**src/rtl/stride_update_engine_pkg.sv**
```systemverilog
// Shared types and stage-RAM entry layout for the stride lookup/update pipeline.
// Entry, LSB first: nexthop, hop_valid, child, plen.
package stride_update_engine_pkg;

  localparam int DEF_IDX_W     = 19;
  localparam int DEF_HOP_W     = 8;
  localparam int DEF_MAX_STAGE = 7;
  localparam int STAGE_W       = 3;
  localparam int STRIDE_W      = 4;
  localparam int PLEN_W        = 3;

  function automatic int valid_bit(input int hop_w);
    return hop_w;
  endfunction

  function automatic int child_lsb(input int hop_w);
    return hop_w + 1;
  endfunction

  function automatic int plen_lsb(input int idx_w, input int hop_w);
    return idx_w + hop_w + 1;
  endfunction

  function automatic int entry_w(input int idx_w, input int hop_w);
    return idx_w + hop_w + 1 + PLEN_W;
  endfunction

  typedef enum logic {
    OP_ROUTE = 1'b0,
    OP_CHILD = 1'b1
  } op_e;

  typedef enum logic [2:0] {
    S_IDLE  = 3'd0,
    S_CHECK = 3'd1,
    S_RD    = 3'd2,
    S_WAIT  = 3'd3,
    S_WR    = 3'd4,
    S_RESP  = 3'd5
  } state_e;

endpackage

```
**src/rtl/stride_update_engine_expand_range.sv**
```systemverilog
// Controlled prefix expansion inside one 4-bit stride: a len-bit prefix covers
// 2^(4-len) consecutive entries starting at the stride with its low bits cleared.
module stride_update_engine_expand_range
  import stride_update_engine_pkg::*;
(
  input  logic [PLEN_W-1:0]   len,
  input  logic [STRIDE_W-1:0] stride,
  output logic [STRIDE_W-1:0] base,
  output logic [STRIDE_W-1:0] count
);

  always_comb begin
    base  = stride;
    count = 4'd1;
    case (len)
      3'd1: begin
        base  = {stride[3], 3'b000};
        count = 4'd8;
      end
      3'd2: begin
        base  = {stride[3:2], 2'b00};
        count = 4'd4;
      end
      3'd3: begin
        base  = {stride[3:1], 1'b0};
        count = 4'd2;
      end
      default: ;
    endcase
  end

endmodule

```
**src/rtl/stride_update_engine.sv**
```systemverilog
// Route/child update engine: read-modify-write of stage-RAM entries, 3 cycles per entry,
// 2-cycle reject path. One command at a time; cmd_ready only in IDLE.
module stride_update_engine
  import stride_update_engine_pkg::*;
#(
  parameter int IDX_W     = DEF_IDX_W,
  parameter int HOP_W     = DEF_HOP_W,
  parameter int MAX_STAGE = DEF_MAX_STAGE
) (
  input  logic                     clk,
  input  logic                     rst,
  input  logic                     cmd_valid,
  output logic                     cmd_ready,
  input  logic                     cmd_op,
  input  logic [STAGE_W-1:0]       cmd_stage,
  input  logic [IDX_W-1:0]         cmd_node,
  input  logic [STRIDE_W-1:0]      cmd_stride,
  input  logic [PLEN_W-1:0]        cmd_len,
  input  logic [HOP_W-1:0]         cmd_nexthop,
  input  logic [IDX_W-1:0]         cmd_child,
  output logic                     mem_en,
  output logic                     mem_we,
  output logic [STAGE_W-1:0]       mem_stage,
  output logic [IDX_W+3:0]         mem_addr,
  output logic [IDX_W+HOP_W+3:0]   mem_wdata,
  input  logic [IDX_W+HOP_W+3:0]   mem_rdata,
  output logic                     done,
  output logic                     error,
  output logic                     busy
);

  localparam int EW = entry_w(IDX_W, HOP_W);
  localparam int VB = valid_bit(HOP_W);
  localparam int CL = child_lsb(HOP_W);
  localparam int PL = plen_lsb(IDX_W, HOP_W);

  state_e               state_q, state_d;
  op_e                  op_q;
  logic [STAGE_W-1:0]   stage_q;
  logic [IDX_W-1:0]     node_q, child_q;
  logic [STRIDE_W-1:0]  stride_q;
  logic [PLEN_W-1:0]    len_q;
  logic [HOP_W-1:0]     hop_q;
  logic [STRIDE_W-1:0]  base_q, base_d, cnt_q, cnt_d, k_q, k_d;
  logic [STRIDE_W-1:0]  exp_base, exp_cnt;

  logic                 en_d, we_d, done_d, error_d;
  logic [STAGE_W-1:0]   stage_d;
  logic [IDX_W+3:0]     addr_d;
  logic [EW-1:0]        wdata_d;

  logic                 bad;
  logic                 wr_ok;
  logic [EW-1:0]        wr_ent;

  logic [PLEN_W-1:0]    old_plen;
  logic [IDX_W-1:0]     old_child;
  logic                 old_vld;
  logic [HOP_W-1:0]     old_hop;

  assign old_plen  = mem_rdata[PL +: PLEN_W];
  assign old_child = mem_rdata[CL +: IDX_W];
  assign old_vld   = mem_rdata[VB];
  assign old_hop   = mem_rdata[0 +: HOP_W];

  stride_update_engine_expand_range u_expand_range (
    .len    (len_q),
    .stride (stride_q),
    .base   (exp_base),
    .count  (exp_cnt)
  );

  assign bad = (int'(stage_q) > MAX_STAGE)
             || ((stage_q == '0) && (node_q != '0))
             || ((op_q == OP_ROUTE) && ((len_q == 3'd0) || (len_q > 3'd4)));

  // Route inserts never displace a longer prefix; the child pointer always survives.
  always_comb begin
    wr_ok  = 1'b1;
    wr_ent = {old_plen, child_q, old_vld, old_hop};
    if (op_q == OP_ROUTE) begin
      wr_ok  = !old_vld || (old_plen <= len_q);
      wr_ent = {len_q, old_child, 1'b1, hop_q};
    end
  end

  always_comb begin
    state_d = state_q;
    base_d  = base_q;
    cnt_d   = cnt_q;
    k_d     = k_q;
    en_d    = 1'b0;
    we_d    = 1'b0;
    stage_d = '0;
    addr_d  = '0;
    wdata_d = '0;
    done_d  = 1'b0;
    error_d = 1'b0;
    case (state_q)
      S_IDLE: begin
        if (cmd_valid) state_d = S_CHECK;
      end
      S_CHECK: begin
        if (bad) begin
          state_d = S_RESP;
          done_d  = 1'b1;
          error_d = 1'b1;
        end else begin
          base_d  = (op_q == OP_CHILD) ? stride_q : exp_base;
          cnt_d   = (op_q == OP_CHILD) ? 4'd1 : exp_cnt;
          k_d     = '0;
          state_d = S_RD;
          en_d    = 1'b1;
          stage_d = stage_q;
          addr_d  = {node_q, base_d};
        end
      end
      S_RD: state_d = S_WAIT;
      S_WAIT: begin
        state_d = S_WR;
        if (wr_ok) begin
          en_d    = 1'b1;
          we_d    = 1'b1;
          stage_d = stage_q;
          addr_d  = {node_q, base_q | k_q};
          wdata_d = wr_ent;
        end
      end
      S_WR: begin
        if (k_q == cnt_q - 4'd1) begin
          state_d = S_RESP;
          done_d  = 1'b1;
        end else begin
          k_d     = k_q + 4'd1;
          state_d = S_RD;
          en_d    = 1'b1;
          stage_d = stage_q;
          addr_d  = {node_q, base_q | k_d};
        end
      end
      S_RESP:  state_d = S_IDLE;
      default: state_d = S_IDLE;
    endcase
  end

  always_ff @(posedge clk or posedge rst) begin
    if (rst) begin
      state_q   <= S_IDLE;
      op_q      <= OP_ROUTE;
      stage_q   <= '0;
      node_q    <= '0;
      child_q   <= '0;
      stride_q  <= '0;
      len_q     <= '0;
      hop_q     <= '0;
      base_q    <= '0;
      cnt_q     <= '0;
      k_q       <= '0;
      cmd_ready <= 1'b1;
      mem_en    <= 1'b0;
      mem_we    <= 1'b0;
      mem_stage <= '0;
      mem_addr  <= '0;
      mem_wdata <= '0;
      done      <= 1'b0;
      error     <= 1'b0;
      busy      <= 1'b0;
    end else begin
      state_q <= state_d;
      base_q  <= base_d;
      cnt_q   <= cnt_d;
      k_q     <= k_d;
      if (state_q == S_IDLE && cmd_valid) begin
        op_q     <= op_e'(cmd_op);
        stage_q  <= cmd_stage;
        node_q   <= cmd_node;
        child_q  <= cmd_child;
        stride_q <= cmd_stride;
        len_q    <= cmd_len;
        hop_q    <= cmd_nexthop;
      end
      cmd_ready <= (state_d == S_IDLE);
      busy      <= (state_d != S_IDLE) && (state_d != S_RESP);
      mem_en    <= en_d;
      mem_we    <= we_d;
      mem_stage <= stage_d;
      mem_addr  <= addr_d;
      mem_wdata <= wdata_d;
      done      <= done_d;
      error     <= error_d;
    end
  end

endmodule

```
**config.mk**
```make
export PLATFORM = sky130hd
export DESIGN_NAME = stride_update_engine
export DESIGN_NICKNAME = d
export VERILOG_FILES = /design/src/rtl/stride_update_engine_pkg.sv /design/src/rtl/stride_update_engine_expand_range.sv /design/src/rtl/stride_update_engine.sv
export SDC_FILE = /design/constraint.sdc
export NUM_CORES = 1
export LEC_CHECK = 0
export BUFFER_PORTS_ARGS = -buffer_cell sky130_fd_sc_hd__buf_2
export CAP_MARGIN = 10
export CORE_AREA = 8 8 109 111
export DETAILED_ROUTE_END_ITERATION = 7
export DIE_AREA = 0 0 117 119
export PLACE_DENSITY = 0.83
export REMOVE_ABC_BUFFERS = 1
export SETUP_SLACK_MARGIN = 0.02
export SYNTH_ARGS = -nofsm -noshare
export SYNTH_HDL_FRONTEND = slang
export SYNTH_HIERARCHICAL = 1
export SYNTH_SLANG_ARGS = --single-unit
```
**constraint.sdc**
```tcl
create_clock -name clk -period 5.45 [get_ports clk]
set_input_delay 0 -clock clk [delete_from_list [all_inputs] [get_ports clk]]
set_output_delay 0 -clock clk [all_outputs]
set_load 0.1 [all_outputs]
```
==> reports/summary.json <==
{
  "reg2reg_setup_slack_ns": 2.97,
  "wl_per_cell_um": 20.8,
  "crit_end": "mem_stage[1]$_DFF_PP0_",
  "critPathLaunchType": "register",
  "fp.dieH_um": 119,
  "clock_tree.root_cell": "sky130_fd_sc_hd__clkbuf_8",
  "final.period_utilization": 0.455,
  "drv.max_cap_violation_count": 0,
  "crit_family": "compound AO/OA/AOI/OAI gates",
  "post_syn_instances": 437,
  "grt_pass1_wl_um": 27300,
  "r2r_start": "len_q[1]$_DFFE_PP0P_",
  "power_frac_clock": 0.238,
  "mappedNetlistArea_mm2": 0.00553,
  "number_of_buffers_inserted_by_post_cts_setup_repair": 0,
  "gp_congestion": 0.790,
  "ios": 154,
  "critical-path-slowest-cell": "sky130_fd_sc_hd__dfrtp_1",
  "ys_ff_latch": 135,
  "drt_wirelength_um": 17300,
  "yosys-top-cells-area": "sky130_fd_sc_hd__dfrtp_1 (61%), sky130_fd_sc_hd__mux2_2 (10%), sky130_fd_sc_hd__a22oi_1 (3.9%), sky130_fd_sc_hd__a21boi_0 (2.7%), sky130_fd_sc_hd__nor2_1 (2.7%)",
  "rr_endpoint": "mem_stage[1]$_DFF_PP0_",
  "synth_area_per_cell_um2": 12.6,
  "cts_tree": "yes",
  "ctsLongestPathBuffers": 2,
  "grt_start_max_net_pins": 82,
  "final-setup-viol-count": 0,
  "timing.hold.worst_path_depth": 3,
  "synth_edf_count": 0,
  "grt-ovfl-total": 0,
  "fin_crit_ns": 2.48,
  "synth_largest_area_cell": "sky130_fd_sc_hd__dfrtp_1",
  "detailedRoute.firstIterationViolations": 322,
  "most_used_flip_flop_cell_after_synthesis": "sky130_fd_sc_hd__dfrtp_1",
  "dr_total_vias": 4677,
  "clk_transition_reported_paths_ns": 0.06,
  "cp_cell_sequence": "inv_1, ha_1, and3_1, a211oi_1, a21o_1, and2_4, a21boi_0",
  "ir_worst_vdd_mv": 0.329,
  "core.rowCount": 37,
  "synth_async_sr_flop_share": 1.00,
  "crit_path_max_incr_delay_ns": 0.53,
  "detailed_place_hpwl_um": 9160,
  "drt_drc_violations_left": 0,
  "cp_required_ns": 5.81,
  "clk-insertion-delay-late_ns": 0.52,
  "finalClockSkew_ns": 0.00869,
  "vias_per_cell": 5.63,
  "critPathBufInv": 1,
  "power_density_mw_per_mm2": 647,
  "die_area_mm2": 0.0139,
  "grt_pass1_vias": 5066,
  "sinks_on_clock_net": 135,
  "globalRouteTotalUtil": 0.258,
  "report.final.slew_viol_count": 0,
  "synth-seq-area-share": 0.612,
  "share_seq_of_total_power": 0.327,
  "cts_repair_resize_count": 0,
  "net_switching_component_of_the_power_mw": 2.25,
  "final_layout_size_suffix_gt1_frac": 0.359,
  "floorplan.initialDensity": 0.547,
  "switching_share": 0.438,
  "relSlewSlack": 0.347,
  "synth_top_area_share": 0.607,
  "cts_made_buffers": 17,
  "h-tree-depth": 4,
  "share_comb_of_total_power": 0.435,
  "outcome": "completed",
  "crit_cells": 7,
  "finalSetupTns_ns": 0,
  "cp_data_arrival_time_ns": 2.84,
  "number_of_warnings_reported_in_the_yosys_synthesis_log": 6,
  "port-buffer-count": 153,
  "number_of_antenna_violations_at_the_first_check_in_global_routing": 3,
  "critical_path.max_fanout": 24,
  "report.final.hold_viol_count": 0,
  "hold-worst-slack_ns": 0.240,
  "power.internal_mw": 2.88,
  "firstDrtPassIters": 6,
  "fp.coreArea_mm2": 0.0101,
  "critical_path.endpoint_type": "register",
  "critical_path_start_end_classification": "reg -> reg",
  "synthDistinctLibCells": 54,
  "reg2reg_depth": 7,
  "final_nets": 773,
  "floorplan.die.width_um": 117,
  "timing.hold.worst.class": "in -> reg",
  "number_of_routed_nets_with_antenna_violations": 0,
  "growth_of_design_area_from_synthesis_to_finish_pct": 43.5,
  "timing.fmax_mhz": 403,
  "setup_repair_after_global_routing_missed_its_margin": "false",
  "crit_path_start": "len_q[1]$_DFFE_PP0P_",
  "tightestPinTransition_ns": 0.979,
  "power.leakage_nw": 3.85
}
-- cells by family (layout without fill, tap and decap cells) --
group / count (synthesis) / after routing / share of synthesized area
buffers and inverters: 43 / 296 / 0.0337
flip-flops: 135 / 135 / 0.612
AND/OR/NAND/NOR: 86 / 86 / 0.0777
adder cells (fa/ha/maj): 5 / 5 / 0.0113
AO/OA/AOI/OAI: 100 / 100 / 0.129
other: 0 / 4 / 0
multiplexers: 61 / 61 / 0.123
XOR/XNOR: 7 / 7 / 0.0136
-- repair_timing --
item                       4_1_cts  5_1_grt
setup endpoints to repair        0        0
hold buffers                    91        0
hold endpoints to repair       171        0
-- layer usage --
| layer | up-vias | global-route usage | wire length, um |
|---|---|---|---|
| met5 | - | 0 | 0 |
| met4 | 0 | 0.186 | 966 |
| met3 | 77 | 0.0758 | 1090 |
| met2 | 251 | 0.428 | 9090 |
| met1 | 2317 | 0.273 | 6150 |
| li1 | 2032 | - | - |
-- through the flow --
stage | util | cells | worst slack [ns] | cell area (um2) | power [mW]
2_1_floorplan | - | 409 | 1.15 | 5400 | 3.30
3_3_place_gp | 0.632 | 702 | 3.11 | 6370 | 3.67
3_5_place_dp | 0.632 | 702 | 2.98 | 6370 | 3.75
4_1_cts | 0.783 | 825 | 2.88 | 7900 | 5.04
5_1_grt | 0.785 | 829 | 2.90 | 7930 | 5.34
6_report | 0.786 | 830 | 2.97 | 7930 | 5.13
-- power by group through the flow --
stage	Clock, mW	Sequential, mW	Combinational, mW
2_1_floorplan	0	2.40	0.900
4_1_cts	1.22	1.65	2.17
3_5_place_dp	0	1.66	2.09
6_report	1.22	1.68	2.23
5_1_grt	1.27	1.72	2.35
3_3_place_gp	0	1.63	2.03
-- flip-flops by register name, indices dropped and copies added, names as in the netlist, 3 cells and up --
name	flops
mem_wdata	31
hop_q	8
cnt_q	4
k_q	4
len_q	3
node_q	19
mem_addr	23
mem_stage	3
state_q	3
stage_q	3
base_q	4
child_q	19
stride_q	4
-- worst reg2reg max path, cell delays in order (launching register included) --
cell and delay (ns):
sky130_fd_sc_hd__dfrtp_1 0.53, sky130_fd_sc_hd__inv_1 0.13, sky130_fd_sc_hd__ha_1 0.31, sky130_fd_sc_hd__and3_1 0.19, sky130_fd_sc_hd__a211oi_1 0.38, sky130_fd_sc_hd__a21o_1 0.28
sky130_fd_sc_hd__and2_4 0.33, sky130_fd_sc_hd__a21boi_0 0.18
-- cell usage after synthesis (all sizes together) (2+ instances only) --
master / instances
nor3b: 4
nor2b: 3
nor2: 40
nand3b: 2
nor4: 4
nand3: 4
ha: 5
a21boi: 22
a22oi: 29
nand2: 13
a21oi: 4
xnor2: 4
mux2i: 4
or3: 4
o21ai: 28
mux2: 57
xor2: 2
dfrtp: 134
inv: 15
o211ai: 2
clkbuf: 13
buf: 15
and2: 3
nor3: 3
o21a: 2
-- area by class of cell --
cell class	instances	area, um2
inverters	15	58.8
repair buffers	249	1720
multi-input cells	259	1970
well taps	136	170
flip-flops and latches	135	3380
fillers	600	2160
clock inverters	10	175
diodes	4	10.0
clock buffers	22	443
-- how the worst min path moves through the flow --
stage | slack [ns] | to | startpoint
finish | 0.24 | child_q[10]$_DFFE_PP0P_ | cmd_child[10]
global route | 0.24 | node_q[5]$_DFFE_PP0P_ | cmd_node[5]
floorplan | 0.12 | len_q[1]$_DFFE_PP0P_ | cmd_len[1]
global placement | 0.22 | hop_q[1]$_DFFE_PP0P_ | cmd_nexthop[1]
CTS | 0.21 | hop_q[1]$_DFFE_PP0P_ | cmd_nexthop[1]
detailed placement | 0.22 | hop_q[1]$_DFFE_PP0P_ | cmd_nexthop[1]
-- cells in the final DEF, fill, tap and decap left out, types with 5 or more instances in the layout --
master                          Yosys  final
sky130_fd_sc_hd__nor2_1            40     39
sky130_fd_sc_hd__dlygate4sd3_1      0     91
sky130_fd_sc_hd__clkinv_2           0      5
sky130_fd_sc_hd__a21boi_0          20     20
sky130_fd_sc_hd__ha_1               5      5
sky130_fd_sc_hd__o21ai_0           25     25
sky130_fd_sc_hd__dfrtp_1          134    134
sky130_fd_sc_hd__nand2_1           13     13
sky130_fd_sc_hd__inv_1             15     14
sky130_fd_sc_hd__a22oi_1           29     29
sky130_fd_sc_hd__clkbuf_16          0     16
sky130_fd_sc_hd__mux2_1             6      6
sky130_fd_sc_hd__bufinv_16          0      5
sky130_fd_sc_hd__buf_2             13    153
sky130_fd_sc_hd__mux2_2            51     51
Note: power is estimated with default switching activity, not from simulation.
